<file path="src/rtl/and_result_fifo.sv">
// Small first-word-fall-through FIFO that buffers AND-gate result words between
// a valid/ready producer and a consumer that may stall, with zero and overflow flags.
module and_result_fifo #(
    parameter int data_width = 8,
    parameter int depth      = 4
) (
    input  logic                       clk,
    input  logic                       rst_n,
    input  logic [data_width-1:0]      in_data,
    input  logic                       in_valid,
    output logic                       in_ready,
    output logic [data_width-1:0]      out_data,
    output logic                       out_valid,
    input  logic                       out_ready,
    output logic                       out_zero,
    output logic [$clog2(depth):0]     count,
    output logic                       ovf_err,
    input  logic                       clr_err
);

    localparam int ptr_w = $clog2(depth);
    localparam logic [ptr_w:0] full_count = depth[ptr_w:0];

    logic [data_width-1:0] mem [depth];
    logic [ptr_w-1:0]      wr_ptr;
    logic [ptr_w-1:0]      rd_ptr;
    logic                  push;
    logic                  pop;
    logic                  overflow;

    // Flow control depends only on the stored count, never on out_ready.
    assign in_ready  = (count != full_count);
    assign out_valid = (count != '0);
    assign push      = in_valid && in_ready;
    assign pop       = out_valid && out_ready;
    assign overflow  = in_valid && !in_ready;

    assign out_data  = out_valid ? mem[rd_ptr] : '0;
    assign out_zero  = out_valid && (out_data == '0);

    // Storage carries no reset; out_data is masked by out_valid instead.
    always_ff @(posedge clk) begin
        if (push) begin
            mem[wr_ptr] <= in_data;
        end
    end

    // Pointers wrap naturally because depth is a power of two.
    always_ff @(posedge clk or negedge rst_n) begin
        if (!rst_n) begin
            wr_ptr <= '0;
            rd_ptr <= '0;
            count  <= '0;
        end else begin
            if (push) begin
                wr_ptr <= wr_ptr + 1'b1;
            end
            if (pop) begin
                rd_ptr <= rd_ptr + 1'b1;
            end
            case ({push, pop})
                2'b10:   count <= count + 1'b1;
                2'b01:   count <= count - 1'b1;
                default: count <= count;
            endcase
        end
    end

    // A fresh overflow beats a simultaneous clear.
    always_ff @(posedge clk or negedge rst_n) begin
        if (!rst_n) begin
            ovf_err <= 1'b0;
        end else if (overflow) begin
            ovf_err <= 1'b1;
        end else if (clr_err) begin
            ovf_err <= 1'b0;
        end
    end

endmodule

</file>
<file path="config.mk">
export PLATFORM = sky130hd
export DESIGN_NAME = and_result_fifo
export DESIGN_NICKNAME = d
export VERILOG_FILES = /design/src/rtl/and_result_fifo.sv
export SDC_FILE = /design/constraint.sdc
export NUM_CORES = 1
export LEC_CHECK = 0
export ABC_AREA = 1
export CORE_UTILIZATION = 48
export CTS_CLUSTER_SIZE = 30
export DETAILED_ROUTE_END_ITERATION = 8
export PLACE_DENSITY = 0.73
export REMOVE_ABC_BUFFERS = 1
export SLEW_MARGIN = 20
export SYNTH_ARGS = -nofsm -noshare
export SYNTH_HDL_FRONTEND = slang
export SYNTH_SLANG_ARGS = --single-unit
</file>
<file path="constraint.sdc">
create_clock -name clk -period 1.85 [get_ports clk]
set_input_delay 0.555 -clock clk [delete_from_list [all_inputs] [get_ports clk]]
set_output_delay 0.555 -clock clk [all_outputs]
set_load 0.02 [all_outputs]
</file>
==> results of run 1 <==
cells by family (layout without fill, tap and decap cells):
kind of cell,after synthesis,after routing,synth area share
and+or+nand+nor,74,74,0.174
DFF,40,40,0.624
buffers and inverters,32,101,0.0880
AOI/OAI and AO/OA,17,17,0.0464
adders and majority gates,6,6,0.0444
xor gates and xnor gates,5,5,0.0235
metrics by stage:
stage,cell area (sq um),utilization
floorplan,1810,-
global placement,2390,0.648
detailed placement,2390,0.648
CTS,2560,0.694
global route,2610,0.706
finish,2610,0.706
synthesized netlist by cell type:
| library cell | n |
|---|---|
| o21ai_0 | 7 |
| a21oi_1 | 7 |
| buf_6 | 2 |
| buf_12 | 1 |
| nand2_2 | 1 |
| nor3_4 | 1 |
| ha_1 | 5 |
| inv_1 | 25 |
| clkbuf_8 | 1 |
| inv_2 | 2 |
| xor2_1 | 3 |
| edfxtp_1 | 32 |
| o21ai_1 | 2 |
| nand3_1 | 5 |
| xnor2_1 | 2 |
| o22ai_1 | 1 |
| fa_1 | 1 |
| inv_4 | 1 |
| dfrtp_1 | 8 |
| nand3_2 | 4 |
| nand2_1 | 52 |
| nor2_1 | 11 |
power by group through the flow:
stage	clock, uW	sequential [uW]	combinational [uW]
2_1_floorplan	0	1450	1070
3_3_place_gp	0	1350	2320
3_5_place_dp	0	1360	2390
4_1_cts	720	1360	2510
5_1_grt	746	1390	2870
6_report	703	1370	2630
per-layer routing:
metal	GRT usage	wire length, microns	vias to the layer above
met1	0.252	1600	664
met3	0.0625	243	4
met4	0.0722	35	0
met2	0.347	2000	44
met5	0	0	-
li1	-	-	692
registers in the layout, indices dropped and copies added, names as in the netlist:
register,cells
count,3
wr_ptr,2
ovf_err,1
rd_ptr,2
mem,32
timing repair:
| item | in CTS | in global routing |
|---|---|---|
| resized for setup | 86 | 10 |
| pin swaps | 6 | 8 |
| cloned | 0 | 1 |
| endpoints found under the hold margin | 0 | 0 |
| hold buffers | 0 | 0 |
| setup buffers | 3 | 1 |
| endpoints found under the setup margin | 15 | 12 |
area by class of cell:
cell class | instances | share of cell area
well taps | 48 | 0.0231
flip-flops and latches | 40 | 0.447
repair buffers | 65 | 0.213
multi-input cells | 102 | 0.230
clock buffers | 5 | 0.0264
clock inverters | 3 | 0.0163
inverters | 28 | 0.0442
path summary, 6_finish.rpt:
path,startpoint,endpoint,slack [ns],cells past startpoint
worst max-delay path,rd_ptr[0]$_DFFE_PN0P_,out_zero,-0.34,9
worst min-delay path,rst_n,count[0]$_DFFE_PN0P_,0.54,1
worst max register to register,count[1]$_DFFE_PN0P_,count[2]$_DFFE_PN0P_,-0.02,11
worst min register to register,ovf_err$_DFFE_PN0P_,ovf_err$_DFFE_PN0P_,0.55,2
max in group asynchronous,rst_n,rd_ptr[1]$_DFFE_PN0P_,1.02,1
min in group clk,ovf_err$_DFFE_PN0P_,ovf_err$_DFFE_PN0P_,0.55,2
worst max-delay path, delay by kind of cell, from the launching register on:
kind / cells / cell delay, ns
simple gates: 7 / 0.55
buf+inv: 2 / 0.31
flops: 1 / 0.47
==> flow_summary_export.csv, run 1 <==
group,metric,value,unit
layout,stdcell_count,291,
setup_path,arrival,1.63,ns
drt,ant_nets,0,
grt,grt_max_degree,16,
place,dp_hpwl,2690,microns
setup_path,critPathSlowestCell,"dfrtp_2",
layout,multi_input_area,599,sq um
place,port-buffer-count,27,
setup_path,cp-start-kind,"flop",
power_and_ir_drop,total_power,4700,uW
layout,regArea,0.00116,sq mm
power_and_ir_drop,combPwrFrac,0.560,
synthesis,syn-cell-area,0.00186,sq mm
grt,antenna_found_initial,0,
hold_path,min-delay-path-class,"in -> async",
setup_path,cpPeakStageDelay,0.47,ns
layout,insertedDiodeCount,0,
power_and_ir_drop,p_leak,0.00117,uW
drt,routed_wirelength,3880,microns
timing,slew_headroom,0.743,
drt,drt-pass1-iter-count,4,
grt,grt_pass1_vias,1407,
clock_tree,cts.sinks,40,
layout,num-fill-cells,266,
layout,final_cell_mix,"nand2_1 (50), buf_4 (38), edfxtp_1 (32)",
floorplanning,num_io_pins,28,
synthesis,syn_inst,174,
clock_tree,clockBufferDepth,2,
run_status,violations,"negative setup slack",
setup_path,cp.required,1.29,ns
floorplanning,die_w,64.3,microns
timing,min_period,2.19,ns
clock_tree,cts_tree,"yes",
timing,fmax,457,MHz
synthesis,ys_top_cells_by_area,"edfxtp_1 (52%), dfrtp_1 (11%), nand2_1 (10%), inv_1 (5.0%), ha_1 (3.4%)",
power_and_ir_drop,p_clk_frac,0.150,
floorplanning,die-area,0.00413,sq mm
synthesis,ys_ff_latch,40,
synthesis,synth_top_area_cell,"edfxtp_1",
timing,fin_skew,0.00448,ns
power_and_ir_drop,p_sw_frac,0.390,
place,post-place-cells,279,
layout,final_layout_size_suffix_gt1_frac,0.337,
timing,finalMaxSlewViolations,0,
timing,setup_ws,-0.339,ns
timing,timing.final.crit_share,1.18,
power_and_ir_drop,p_seq_frac,0.291,
layout,mostFrequentLayoutCell,"nand2_1",
place,gp_congestion,0.895,
layout,area_growth_syn_to_layout,39.9,%
drt,drt_iter0_drc,114,
timing,tns,-2.12,ns
floorplanning,initial_core_util,0.505,
run_status,outcome,"finished, violations left",
clock_tree,cts_buffers,5,
power_and_ir_drop,internal_power,2860,uW
flow_run,drv_cap,0,
clock_tree,htree_levels,2,
drt,num_vias,1404,
synthesis,syn_area_per_cell,10.7,sq um
timing,rsz0062_at_grt,"yes",
synthesis,ys_seq_area_frac,0.624,
timing,finalSetupViolCount,10,
setup_path,critPathCaptureType,"output port",
setup_path,worstPathCellList,"buf_6, nand2_2, nand3_1, nand2_1, nand2_1, nor2_1, nand3_1, nor2_1, buf_4",
power_and_ir_drop,power_density,1800,mW/mm^2
floorplanning,rows,22,
drt,drc,0,
clock_tree,cts-root-buf,"clkbuf_8",
floorplanning,coreArea,0.00369,sq mm
power_and_ir_drop,ir_drop,0.835,mV
grt,grtUsageTotal,0.207,
synthesis,yosysWarnings,0,
setup_path,crit_fanout,6,
floorplanning,die_h,64.3,microns
clock_tree,clk_latency,0.30,ns
layout,final_nets,261,
drt,avgRoutedWirePerCell,13.3,microns
timing,hold_slack,0.539,ns
power_and_ir_drop,power_switching,1830,uW
grt,overflow,0,
setup_path,path_class,"reg -> out",
synthesis,yosys.cell_types.count,22,
timing,tightest_slew,0.384,ns
grt,grt_pass1_wl,6260,microns
drt,viasPerCell,4.82,
place,dp_worst_setup_slack,-0.500,ns
timing,hold_viol_final,0,
synthesis,synth.top_cell.area_share,0.516,
clock_tree,cts.reportedPaths.clkPinSlew,0.08,ns
Power figures use the tool's default switching activity.
==> inputs of run 2 (changes only) <==
--- a/config.mk
+++ b/config.mk
@@ -6,10 +6,11 @@
 export NUM_CORES = 1
 export LEC_CHECK = 0
 export ABC_AREA = 1
+export ABC_CLOCK_PERIOD_IN_PS = 1850
 export CORE_UTILIZATION = 48
 export CTS_CLUSTER_SIZE = 30
 export DETAILED_ROUTE_END_ITERATION = 8
-export PLACE_DENSITY = 0.73
+export PLACE_DENSITY_LB_ADDON = 0.2
 export REMOVE_ABC_BUFFERS = 1
 export SLEW_MARGIN = 20
 export SYNTH_ARGS = -nofsm -noshare
==> run 2 against run 1 <==
The run still ends with negative setup slack left. Combinational power barely moved. Maximum frequency fell by 0.94%. Worst hold slack got worse by 0.00052 ns. Critical path depth rose by 1. Cell count fell by 1.4%. Clock skew fell by 0.0015 ns. Global-route usage rose by 0.39 points. Critical path type unchanged.
==> flow_summary_export.csv, run 2 (synthesis results as in run 1) <==
group,metric,value,unit
grt,grt_pass1_vias,1377,
drt,drc,0,
layout,insertedDiodeCount,0,
setup_path,crit_fanout,7,
drt,drt-pass1-iter-count,4,
timing,finalSetupViolCount,9,
setup_path,reg2reg_to,"count[2]$_DFFE_PN0P_",
clock_tree,cts-root-buf,"clkbuf_8",
power_and_ir_drop,ir_drop,0.926,mV
layout,largest_reg_flops,32,
power_and_ir_drop,p_seq_frac,0.304,
setup_path,cp-start-kind,"flop",
power_and_ir_drop,p_sw_frac,0.403,
grt,antenna_found_initial,0,
layout,num-fill-cells,319,
drt,num_vias,1397,
timing,tightest_slew,0.406,ns
floorplanning,num_io_pins,28,
layout,final_nets,257,
power_and_ir_drop,p_leak,0.00114,uW
place,port-buffer-count,27,
timing,fin_skew,0.00295,ns
timing,timing.final.crit_share,1.19,
grt,grt_max_degree,12,
clock_tree,cts_buffers,5,
clock_tree,cts.reportedPaths.clkPinSlew,0.07,ns
floorplanning,die_w,64.3,microns
power_and_ir_drop,combPwrFrac,0.577,
setup_path,r2r_start,"count[0]$_DFFE_PN0P_",
hold_path,holdPathStages,2,
layout,stdcell_count,287,
floorplanning,initial_core_util,0.505,
setup_path,cpPeakStageDelay,0.45,ns
clock_tree,clk_latency,0.29,ns
timing,tns,-2.33,ns
floorplanning,coreArea,0.00369,sq mm
place,dp_hpwl,2640,microns
timing,slew_headroom,0.729,
layout,multi_input_area,619,sq um
setup_path,path_class,"reg -> out",
layout,area_growth_syn_to_layout,37.8,%
layout,largestRegisters,"mem (32), count (3)",
timing,finalMaxSlewViolations,0,
clock_tree,cts.sinks,40,
setup_path,critPathSlowestCell,"dfrtp_2",
setup_path,path_common_cell,"nand2_1",
place,post-place-cells,270,
drt,avgRoutedWirePerCell,13.4,microns
setup_path,critPathCaptureType,"output port",
power_and_ir_drop,p_clk_frac,0.119,
timing,setup_ws,-0.359,ns
layout,final_cell_mix,"nand2_1 (44), edfxtp_1 (32), buf_4 (31)",
timing,rsz0062_at_grt,"yes",
grt,grtUsageTotal,0.211,
place,gp_congestion,0.836,
flow_run,drv_cap,0,
setup_path,worstPathCellList,"buf_4, inv_6, nand2_1, nand2_1, nand2_1, nand2_1, o21ai_1, nand2_1, nor2_1, buf_4",
layout,mostFrequentLayoutCell,"nand2_1",
drt,viasPerCell,4.87,
setup_path,cp.required,1.29,ns
grt,grt_pass1_wl,6300,microns
floorplanning,die-area,0.00413,sq mm
timing,fmax,453,MHz
drt,routed_wirelength,3860,microns
hold_path,min-delay-path-class,"reg -> reg",
hold_path,worstHoldStart,"ovf_err$_DFFE_PN0P_",
drt,ant_nets,0,
layout,final_layout_size_suffix_gt1_frac,0.343,
layout,regArea,0.00116,sq mm
clock_tree,cts_tree,"yes",
floorplanning,die_h,64.3,microns
drt,drt_iter0_drc,70,
place,dp_worst_setup_slack,-0.504,ns
clock_tree,clockBufferDepth,2,
setup_path,reg2regPathDepth,10,
clock_tree,htree_levels,2,
power_and_ir_drop,power_density,1760,mW/mm^2
setup_path,arrival,1.65,ns
hold_path,min_to,"ovf_err$_DFFE_PN0P_",
setup_path,r2r_slack,0.07,ns
power_and_ir_drop,power_switching,1820,uW
floorplanning,rows,22,
timing,min_period,2.21,ns
clock_tree,hold_buffers,0,
grt,overflow,0,
timing,hold_viol_final,0,
run_status,violations,"negative setup slack",
layout,regMostFlops,"mem",
power_and_ir_drop,internal_power,2690,uW
run_status,outcome,"finished, violations left",
## run 2: changes by cell type in the layout (fill, tap and decap cells not counted), moves of 2 or more
cell	delta
clkbuf_1	+2
nand2_1	-6
inv_1	-4
a21oi_1	+2
buf_6	+2
a21oi_2	-2
nand2_2	+5
inv_2	+3
buf_4	-7
## run 2: per-stage QoR
stage | hold slack (ns) | utilization | power, uW | cell area, sq um
after floorplan | 0.259 | - | 2520 | 1810
after global placement | 0.517 | 0.630 | 3550 | 2320
after detailed placement | 0.525 | 0.630 | 3620 | 2320
after CTS | 0.540 | 0.676 | 4340 | 2490
after global routing | 0.586 | 0.695 | 4800 | 2560
final | 0.538 | 0.695 | 4510 | 2560
## run 2: power by group through the flow
stage               Sequential, uW  Combinational [uW]  Clock (uW)
finish                        1370                2600         535
global route                  1400                2820         585
CTS                           1370                2430         543
detailed placement            1360                2260           0
global placement              1350                2190           0
floorplan                     1450                1070           0
## run 2: cell type report
class	count	share of cell area
Timing Repair Buffer	60	0.202
Inverter	28	0.0459
Sequential cell	40	0.453
Clock buffer	7	0.0298
Tap cell	48	0.0234
Multi-Input combinational cell	102	0.241
Clock inverter	1	0.00146
Timing Repair inverter	1	0.00293
## run 2: worst max-delay path by stage
stage                                from                   end  cells past startpoint
floorplan            count[0]$_DFFE_PN0P_  count[2]$_DFFE_PN0P_                      9
CTS                 rd_ptr[0]$_DFFE_PN0P_              out_zero                      9
global placement    rd_ptr[0]$_DFFE_PN0P_           out_data[7]                      7
finish              rd_ptr[0]$_DFFE_PN0P_              out_zero                     10
detailed placement              out_ready  count[2]$_DFFE_PN0P_                      9
global route        rd_ptr[0]$_DFFE_PN0P_              out_zero                      9
## run 2: repair_timing
| item | 4_1_cts | 5_1_grt |
|---|---|---|
| setup buffers | 5 | 2 |
| gates cloned | 2 | 0 |
| endpoints found under the setup margin | 15 | 12 |
| gates resized for setup | 81 | 23 |
| pin swaps | 10 | 9 |
## run 2: critical path: cells and delay by family (launching register included)
family,cells,cell delay (ns)
flops,1,0.45
simple gates,6,0.45
buf+inv,3,0.34
compound gates,1,0.12
## run 2: layer usage
layer | track usage | up-vias | routed length [microns]
li1 | - | 691 | -
met1 | 0.236 | 659 | 1520
met2 | 0.378 | 40 | 2070
met3 | 0.0589 | 7 | 196
met4 | 0.0806 | 0 | 70
met5 | 0 | - | 0
